File: src/rtl/video_border_overlay.sv
// Purpose  : AXI4-Stream video stage that tracks pixel position from tuser/tlast, paints a
//            programmable-thickness solid border over the frame and flags SOF/EOL framing errors.
// Latency  : 1 cycle (beat accepted at edge N is on m_axis_* in cycle N+1); err_* 1 cycle after accept.
// Backpress: output register + one skid register; s_axis_tready = !skid_valid (registered), so the
//            upstream may push at most one beat after m_axis_tready drops; full rate when unstalled.
//
// Ports:
//   clk, rst                     - rising-edge clock, asynchronous active-high reset
//   en, border_w, border_color   - overlay controls, latched into frame registers on each SOF beat
//   s_axis_t{data,valid,ready,user,last} - input pixel stream (tuser = pixel (0,0), tlast = end of line)
//   m_axis_t{data,valid,ready,user,last} - output pixel stream, tuser/tlast aligned with their pixel
//   err_sof, err_eol             - one-cycle framing error pulses
module video_border_overlay #(
    parameter int DATA_WIDTH    = 24,
    parameter int SCREEN_WIDTH  = 1920,
    parameter int SCREEN_HEIGHT = 1080
) (
    input  logic                  clk,
    input  logic                  rst,
    input  logic                  en,
    input  logic [7:0]            border_w,
    input  logic [DATA_WIDTH-1:0] border_color,
    input  logic [DATA_WIDTH-1:0] s_axis_tdata,
    input  logic                  s_axis_tvalid,
    output logic                  s_axis_tready,
    input  logic                  s_axis_tuser,
    input  logic                  s_axis_tlast,
    output logic [DATA_WIDTH-1:0] m_axis_tdata,
    output logic                  m_axis_tvalid,
    input  logic                  m_axis_tready,
    output logic                  m_axis_tuser,
    output logic                  m_axis_tlast,
    output logic                  err_sof,
    output logic                  err_eol
);

    localparam int XW = (SCREEN_WIDTH  > 1) ? $clog2(SCREEN_WIDTH)  : 1;
    localparam int YW = (SCREEN_HEIGHT > 1) ? $clog2(SCREEN_HEIGHT) : 1;
    localparam logic [XW-1:0] X_MAX = XW'(SCREEN_WIDTH - 1);
    localparam logic [YW-1:0] Y_MAX = YW'(SCREEN_HEIGHT - 1);
    localparam logic [12:0]   W13   = 13'(SCREEN_WIDTH);
    localparam logic [12:0]   H13   = 13'(SCREEN_HEIGHT);

    typedef struct packed {
        logic                  user;
        logic                  last;
        logic [DATA_WIDTH-1:0] dat;
    } beat_t;

    // Position of the next expected input beat and framing state
    logic [XW-1:0]         x_cnt;
    logic [YW-1:0]         y_cnt;
    logic                  synced;

    // Overlay controls captured at SOF so mid-frame changes wait for the next frame
    logic                  frame_en;
    logic [7:0]            frame_bw;
    logic [DATA_WIDTH-1:0] frame_color;

    // Output register and skid register
    beat_t                 out_beat;
    beat_t                 skid_beat;
    logic                  out_vld;
    logic                  skid_vld;
    logic                  skid_vld_nxt;
    logic                  in_rdy;
    logic                  out_free;

    logic                  err_sof_r;
    logic                  err_eol_r;

    // Per-beat combinational decode
    logic                  in_fire;
    logic [XW-1:0]         beat_x;
    logic [YW-1:0]         beat_y;
    logic [XW-1:0]         x_nxt;
    logic [YW-1:0]         y_nxt;
    logic                  sync_eff;
    logic                  en_eff;
    logic [7:0]            bw_eff;
    logic [DATA_WIDTH-1:0] color_eff;
    logic                  at_x_max;
    logic                  line_end;
    logic                  sof_err;
    logic                  eol_err;
    logic [12:0]           bx13;
    logic [12:0]           by13;
    logic [12:0]           bw13;
    logic                  in_border;
    beat_t                 in_beat;

    always_comb begin
        in_fire   = s_axis_tvalid && in_rdy;

        // A tuser beat is (0,0) by definition, whatever the counters expected
        beat_x    = s_axis_tuser ? '0 : x_cnt;
        beat_y    = s_axis_tuser ? '0 : y_cnt;
        sync_eff  = synced || s_axis_tuser;

        // The SOF beat itself already uses the controls being sampled on it
        en_eff    = s_axis_tuser ? en           : frame_en;
        bw_eff    = s_axis_tuser ? border_w     : frame_bw;
        color_eff = s_axis_tuser ? border_color : frame_color;

        at_x_max  = (beat_x == X_MAX);
        line_end  = s_axis_tlast || at_x_max;

        // SOF errors compare against the expected position, so only meaningful once synced
        sof_err   = synced && (s_axis_tuser ? ((x_cnt != '0) || (y_cnt != '0))
                                            : ((x_cnt == '0) && (y_cnt == '0)));
        eol_err   = sync_eff && (s_axis_tlast != at_x_max);

        // 13-bit unsigned compares: an oversized border wraps SCREEN-bw to a large value,
        // but the x<bw / y<bw terms then already cover the whole frame
        bx13      = 13'(beat_x);
        by13      = 13'(beat_y);
        bw13      = 13'(bw_eff);
        in_border = (bx13 < bw13) || (bx13 >= (W13 - bw13)) ||
                    (by13 < bw13) || (by13 >= (H13 - bw13));

        in_beat.user = s_axis_tuser;
        in_beat.last = s_axis_tlast;
        in_beat.dat  = (sync_eff && en_eff && in_border) ? color_eff : s_axis_tdata;

        if (line_end) begin
            x_nxt = '0;
            y_nxt = (beat_y == Y_MAX) ? '0 : beat_y + YW'(1);
        end else begin
            x_nxt = beat_x + XW'(1);
            y_nxt = beat_y;
        end
    end

    // Position tracking, SOF capture and error pulses
    always_ff @(posedge clk or posedge rst) begin
        if (rst) begin
            x_cnt       <= '0;
            y_cnt       <= '0;
            synced      <= 1'b0;
            frame_en    <= 1'b0;
            frame_bw    <= '0;
            frame_color <= '0;
            err_sof_r   <= 1'b0;
            err_eol_r   <= 1'b0;
        end else begin
            err_sof_r <= in_fire && sof_err;
            err_eol_r <= in_fire && eol_err;
            if (in_fire) begin
                x_cnt <= x_nxt;
                y_cnt <= y_nxt;
                if (s_axis_tuser) begin
                    synced      <= 1'b1;
                    frame_en    <= en;
                    frame_bw    <= border_w;
                    frame_color <= border_color;
                end
            end
        end
    end

    // Output register can take a new beat when empty or being consumed this cycle
    always_comb begin
        out_free     = !out_vld || m_axis_tready;
        skid_vld_nxt = out_free ? 1'b0 : (skid_vld || in_fire);
    end

    // in_rdy mirrors !skid_vld, so a beat never arrives while the skid register is occupied
    always_ff @(posedge clk or posedge rst) begin
        if (rst) begin
            out_beat  <= '0;
            out_vld   <= 1'b0;
            skid_beat <= '0;
            skid_vld  <= 1'b0;
            in_rdy    <= 1'b0;
        end else begin
            skid_vld <= skid_vld_nxt;
            in_rdy   <= !skid_vld_nxt;
            if (out_free) begin
                if (skid_vld) begin
                    out_beat <= skid_beat;
                    out_vld  <= 1'b1;
                end else begin
                    out_vld <= in_fire;
                    if (in_fire) begin
                        out_beat <= in_beat;
                    end
                end
            end else if (in_fire) begin
                skid_beat <= in_beat;
            end
        end
    end

    assign s_axis_tready = in_rdy;
    assign m_axis_tvalid = out_vld;
    assign m_axis_tdata  = out_beat.dat;
    assign m_axis_tuser  = out_beat.user;
    assign m_axis_tlast  = out_beat.last;
    assign err_sof       = err_sof_r;
    assign err_eol       = err_eol_r;

endmodule

File: config.mk
export PLATFORM = sky130hd
export DESIGN_NAME = video_border_overlay
export DESIGN_NICKNAME = d
export VERILOG_FILES = /design/src/rtl/video_border_overlay.sv
export SDC_FILE = /design/constraint.sdc
export NUM_CORES = 1
export LEC_CHECK = 0
export BUFFER_PORTS_ARGS = -buffer_cell sky130_fd_sc_hd__buf_2
export CORE_MARGIN = 1.5
export CORE_UTILIZATION = 55
export CTS_CLUSTER_SIZE = 12
export DETAILED_ROUTE_END_ITERATION = 10
export PLACE_DENSITY = 0.73
export SYNTH_ARGS = -nofsm -noshare
export SYNTH_HDL_FRONTEND = slang
export SYNTH_SLANG_ARGS = --single-unit
File: constraint.sdc
create_clock -name clk -period 11.25 [get_ports clk]
set_clock_uncertainty 0.1 [all_clocks]
set_input_delay 1.6875 -clock clk [delete_from_list [all_inputs] [get_ports clk]]
set_output_delay 1.6875 -clock clk [all_outputs]
set_load 0.005 [all_outputs]
* After elaboration in Yosys (flattened, before gate mapping) *
Cells that the tools add are included.

storage, ports and cells
  output and inout bits = 30
  bits in registers = 113
  input port bits = 63

operators by class
  bitwise gates (word level) = 1
  $add $sub $neg = 4
  equality and inequality tests = 3
  reduce and logical (&&, ||, !) cells = 26
  multiplexer cells = 14
  $lt $le $gt $ge = 4

operators by type and width
  operator                 count
  $mux W11                 5
  $mux W26                 2
  $mux W24                 2
  $ge A11 B13 Y1           2
  $sub A11 B8 Y12 const A  2
  $add A11 B1 Y11 const B  2
  $eq A11 B11 Y1 const B   2
  $logic_not A11 Y1        2
  $lt A11 B8 Y1            2
  $reduce_bool A11 Y1      2
  $logic_and A1 B1 Y1      8
  $logic_or A1 B1 Y1       8
  $mux W8                  1
  $reduce_and A2 Y1        3
  $mux W1                  4
  $logic_not A1 Y1         2
  $reduce_bool A2 Y1       1
  $ne A1 B1 Y1             1
  $not A1 Y1               1

* Logic depth before layout (Yosys ltp) *
  depth after elaboration = 10
  depth in mapped cells = 19
  gate-level depth less buffers = 14

* Worst setup path after synthesis *
OpenSTA, ideal clock, no wires.

  kind = input-to-reg
  start point = in s_axis_tuser
  end point = reg y_cnt[10]
  required time = 11.067 ns
  stages = 19
  buffers on the path = 6
  path slack = 6.306 ns
  data arrival time = 4.761 ns
  setup time = 0.083 ns
  cells stage by stage = buf_2 buf_6 buf_2 buf_1 buf_2 nor2b_1 ha_1 and3_1 and3_1 nand4_1 ha_1 clkbuf_1 nor2b_1 nand3_1 nor2_1 and3_1 nand3_1 xnor2_1 o21ai_0

on the way
  word-level cells in the longest chain between the ends = 4
  elaborated cells between the ends (all ways) = 8
  classes of those cells = add/sub (1); eq/ne (2); mux (4); reduce/logical (1)

ends and longest elaborated chain
  element                                         RTL line  source
  start, declared                                 26        input logic s_axis_tuser,
  $mux W11, on equally long branches              97, 96
  $add A11 B1 Y11 (tied with other cells)         127       y_nxt = (beat_y == Y_MAX) ? '0 : beat_y + YW'(1);
  $mux W11 or $logic_or A1 B1 Y1 (tied branches)  127, 106
  $mux W11 (*)                                    125       if (line_end) begin
  end signal, assigned                            150       y_cnt <= y_nxt;
  end, declared                                   52        logic [YW-1:0] y_cnt;

Every way passes the cells marked *; elsewhere a longest branch is shown, timed or not.
A chain may end at the register's enable or synchronous reset.

* Worst setup path after layout *
  start point = in s_axis_tuser
  end point = reg skid_beat[10] (netlist bit)

on the way
  word-level cells in the longest chain between the ends = 8
  elaborated cells between the ends (all ways) = 18
  classes of those cells = add/sub (2); order compare (4); mux (6); reduce/logical (6)

ends and longest elaborated chain
  element                           RTL line  source
  $mux W8                           n/a
  $sub A11 B8 Y12                   118       in_border = (bx13 < bw13) || (bx13 >= (W13 - bw13)) ||
  $ge A11 B13 Y1                    118
  $logic_or A1 B1 Y1 (2 in series)  118
  $logic_or A1 B1 Y1                119       (by13 < bw13) || (by13 >= (H13 - bw13));
  $logic_and A1 B1 Y1               123       in_beat.dat = (sync_eff && en_eff && in_border) ? color_eff : s_axis_tdata;
  $mux W24 (*)                      123
  end signal, assigned              189       skid_beat <= in_beat;
  end, declared                     62        beat_t skid_beat;

Marked as above.

==> qor.txt <==
Seq. cell area: 0.00283 mm²
Die Wd: 113 µm
HP Class: flop to flop
RSZ-0062 raised after global routing: no
Hold Path Depth: 2
Global Route met2 Usage: 0.419
fin. max-slew vios: 0
Synth Cell Area: 0.00668 mm²
GRT Util Overall: 0.278
CTS H-tree depth: 4
Gate power share: 0.207
Clock Sinks: 113
WS Path Type: input pin to flop
DR iter-0 viols: 395
Sum Neg Setup Slack: 0 ns
setup violators final: 0
synthesis-to-finish area growth: 17.8%
FILL cells: 945
post-synthesis compound-gate area fraction: 0.185
Max FO, Critical Path: 72
Core Util, Final: 0.661
Pwr Density: 188 mW/mm²
PnR Total Power: 0.00148 W
Post-Synthesis Mean Instance Area: 9.57 µm²
Max clock buf depth: 2
Final nets: 877
Cell Int Power: 0.00106 W
Async SR Flop Fraction: 1.00
Slowest-stage cell, CP: buf_2
initial antenna violation count: 1
Max IR drop VDD: 104 µV
largest family of logic cells by synthesized area: compound AO/OA/AOI/OAI gates
final hold viol count: 0
Chip Height: 113 µm
ys flop type: dfrtp_1
mux share of post-synthesis cell area: 0.0706
GRT Residual Overflow: 0
antenna diode count: 0
Worst-path clk slew: 0.06 ns
post-route ant nets: 0
switch share: 0.285
XOR/XNOR share of the synthesized area: 0.0223
Seq pwr share: 0.374
finished layout cell area: 0.00787 mm²
P_sw: 0.000422 W
Critical Path Source Type: input pin
largest net degree at the start of global routing: 73
1st-pass router iterations: 5
Ys Warns: 0
routed wire length: 17.2 mm
sequential-to-total area share from yosys stat: 0.423
register bit total from synthesis: 113
most used routing layer: met2
HP Start: m_axis_tlast
Peak Freq: 180 MHz
Crit path largest cell delay: 0.69 ns
dpl hpwl: 11.2 mm
number of CTS-inserted buffers: 17
Max-slew headroom: 0.285
reg-to-reg endpoint: skid_beat[10]
post-cts resize count: 0
GPL Wtd Cong: 0.932
# hold bufs at CTS: 0
share of layout cells above drive strength 1: 0.222
met3 usage: 0.0664
DRC viols: 0
post-synth cell types: 53
Tmin final: 5.56 ns
Lkg Pwr: 3.69 nW
detailed-route via count: 5844
DR vias/cell: 6.24
simple-gate share of the synthesized area: 0.176
Clk Tree Root Cell: clkbuf_16
Period Utilization, post-route: 0.494
gate count of the mapped netlist: 698
Core ar.: 0.0119 mm²
Core Rows: 40
Worst EP arrival: 5.77 ns
Worst Hold Path EP: m_axis_tlast
adder-cell share of the synthesized area: 0.0712
met1 GRT Util: 0.400
Syn Nets: 799
Clock Latency Late Sink: 0.43 ns
Clk pwr share: 0.419
Post-CTS Setup Bufs: 0
CTS tree: done
Fin Hold WS: 0.369 ns
CP endpoint kind: flop
R2R cell count: 15
placed cell area: 0.00719 mm²
crit-path cells: buf_2 > mux2i_1 > ha_1 > and2_1 > nor4_1 > or2_2 > inv_1 > ha_1 > a21oi_1 > o21ai_0 > a21oi_1 > o21ai_1 > nor3_4 > buf_4 > nor3b_1 > a211o_1
WL per Instance: 18.3 µm
first-pass GRT wire length: 28.0 mm
r2r setup slk: 7.49 ns
starting density of the core: 0.561
Worst Max-Slew Pin Slew: 1.07 ns
Post-synth EDFFs: 0
status: finished, final reports clean
critical path data required time: 11.46 ns
Port Buffer Count: 92
vias in the first global route: 5653
I/O pin count: 93
Max-Cap Viols: 0
worst r2r src: frame_bw[1]
die area: 0.0128 mm²
area of the multi-input gates: 0.00352 mm²
-- power by group through the flow --
stage	registers, W	logic (W)	clock network (W)
finish	0.000553	0.000306	0.000620
global route	0.000563	0.000346	0.000643
CTS	0.000552	0.000307	0.000624
detailed placement	0.000558	0.000305	0
global placement	0.000554	0.000295	0
floorplan	0.000549	0.000203	0
-- routing by layer --
metal  vias up  part of all wire
met4         0             0.014
met1      2851              0.46
met3        23             0.069
met2       236              0.45
li1       2734                 -
met5         -                 0
-- per-stage QoR --
step / std cells / worst slack [ns]
after floorplan: 698 / 6.31
after global placement: 904 / 5.45
after detailed placement: 904 / 5.29
after CTS: 936 / 5.71
after global routing: 936 / 5.37
final: 936 / 5.69
-- area by class of cell --
type / instances / share of cell area
multi-input combinational: 508 / 0.448
sequential: 113 / 0.359
timing repair buffer: 101 / 0.0671
clock buffer: 19 / 0.0563
clock inverter: 13 / 0.0293
tap: 147 / 0.0234
inverter: 35 / 0.0170
-- logic make-up (layout without fill, tap and decap cells) --
logic type | count (synthesis) | after routing
AOI/OAI and AO/OA | 174 | 174
buffers and inverters | 77 | 168
and+or+nand+nor | 236 | 236
muxes | 43 | 43
DFF | 113 | 113
adders and majority gates | 38 | 38
xor gates and xnor gates | 17 | 17
-- cell usage in the layout, fill, tap and decap left out, types with 3 or more instances in the layout --
cell type   count
dfrtp_1       113
buf_2          92
nand2_1        83
ha_1           38
inv_1          34
nand3_1        33
mux2_2         33
o21ai_0        30
a22oi_1        25
o221ai_1       24
nor2_1         23
or3_1          21
o22ai_1        21
o211ai_1       20
nor2b_1        18
clkbuf_16      17
a21oi_1        16
nor3_1         11
xnor2_1        11
mux2i_1        10
nand2b_1        9
buf_4           9
nand4_1         8
a22o_1          8
and3_1          7
nor3b_1         6
xor2_1          6
bufinv_16       6
nor4_1          4
and2_1          3
o21ai_1         3
o22a_1          3
o211a_1         3
a211o_1         3
clkinvlp_4      3
-- Yosys cell counts, types with 18 or more instances --
cell / n / share of area
a22oi_1: 25 / 0.028
clkbuf_1: 24 / 0.013
dfrtp_1: 113 / 0.42
ha_1: 38 / 0.071
inv_1: 35 / 0.020
mux2_2: 33 / 0.056
nand2_1: 83 / 0.047
nand3_1: 33 / 0.025
nor2_1: 24 / 0.013
nor2b_1: 18 / 0.017
o211ai_1: 20 / 0.022
o21ai_0: 30 / 0.022
o221ai_1: 24 / 0.031
o22ai_1: 21 / 0.020
or3_1: 21 / 0.020
-- worst max-delay path: cells and delay by family --
family	cells	cell delay, ns
and+or+nand+nor	5	1.17
muxes	1	0.32
AOI/OAI and AO/OA	5	0.72
buffers and inverters	3	1.27
adders and majority gates	2	0.56
-- registers in the layout, summed over array words and instances (netlist names) --
register,cells
x_cnt,11
synced,1
frame_color,24
skid_beat,26
m_axis_tlast,1
err_sof,1
s_axis_tready,1
skid_vld,1
err_eol,1
m_axis_tdata,24
m_axis_tuser,1
frame_bw,8
y_cnt,11
frame_en,1
m_axis_tvalid,1
-- how the worst max path moves through the flow --
stage,start,cells after the start,end
3_5_place_dp,s_axis_tuser,16,skid_beat[10]
4_1_cts,s_axis_tuser,16,skid_beat[10]
6_report,s_axis_tuser,16,skid_beat[10]
3_3_place_gp,s_axis_tuser,16,skid_beat[22]
2_1_floorplan,s_axis_tuser,19,y_cnt[10]
5_1_grt,s_axis_tuser,16,skid_beat[10]
No activity file was read; power rests on OpenSTA's default activity.
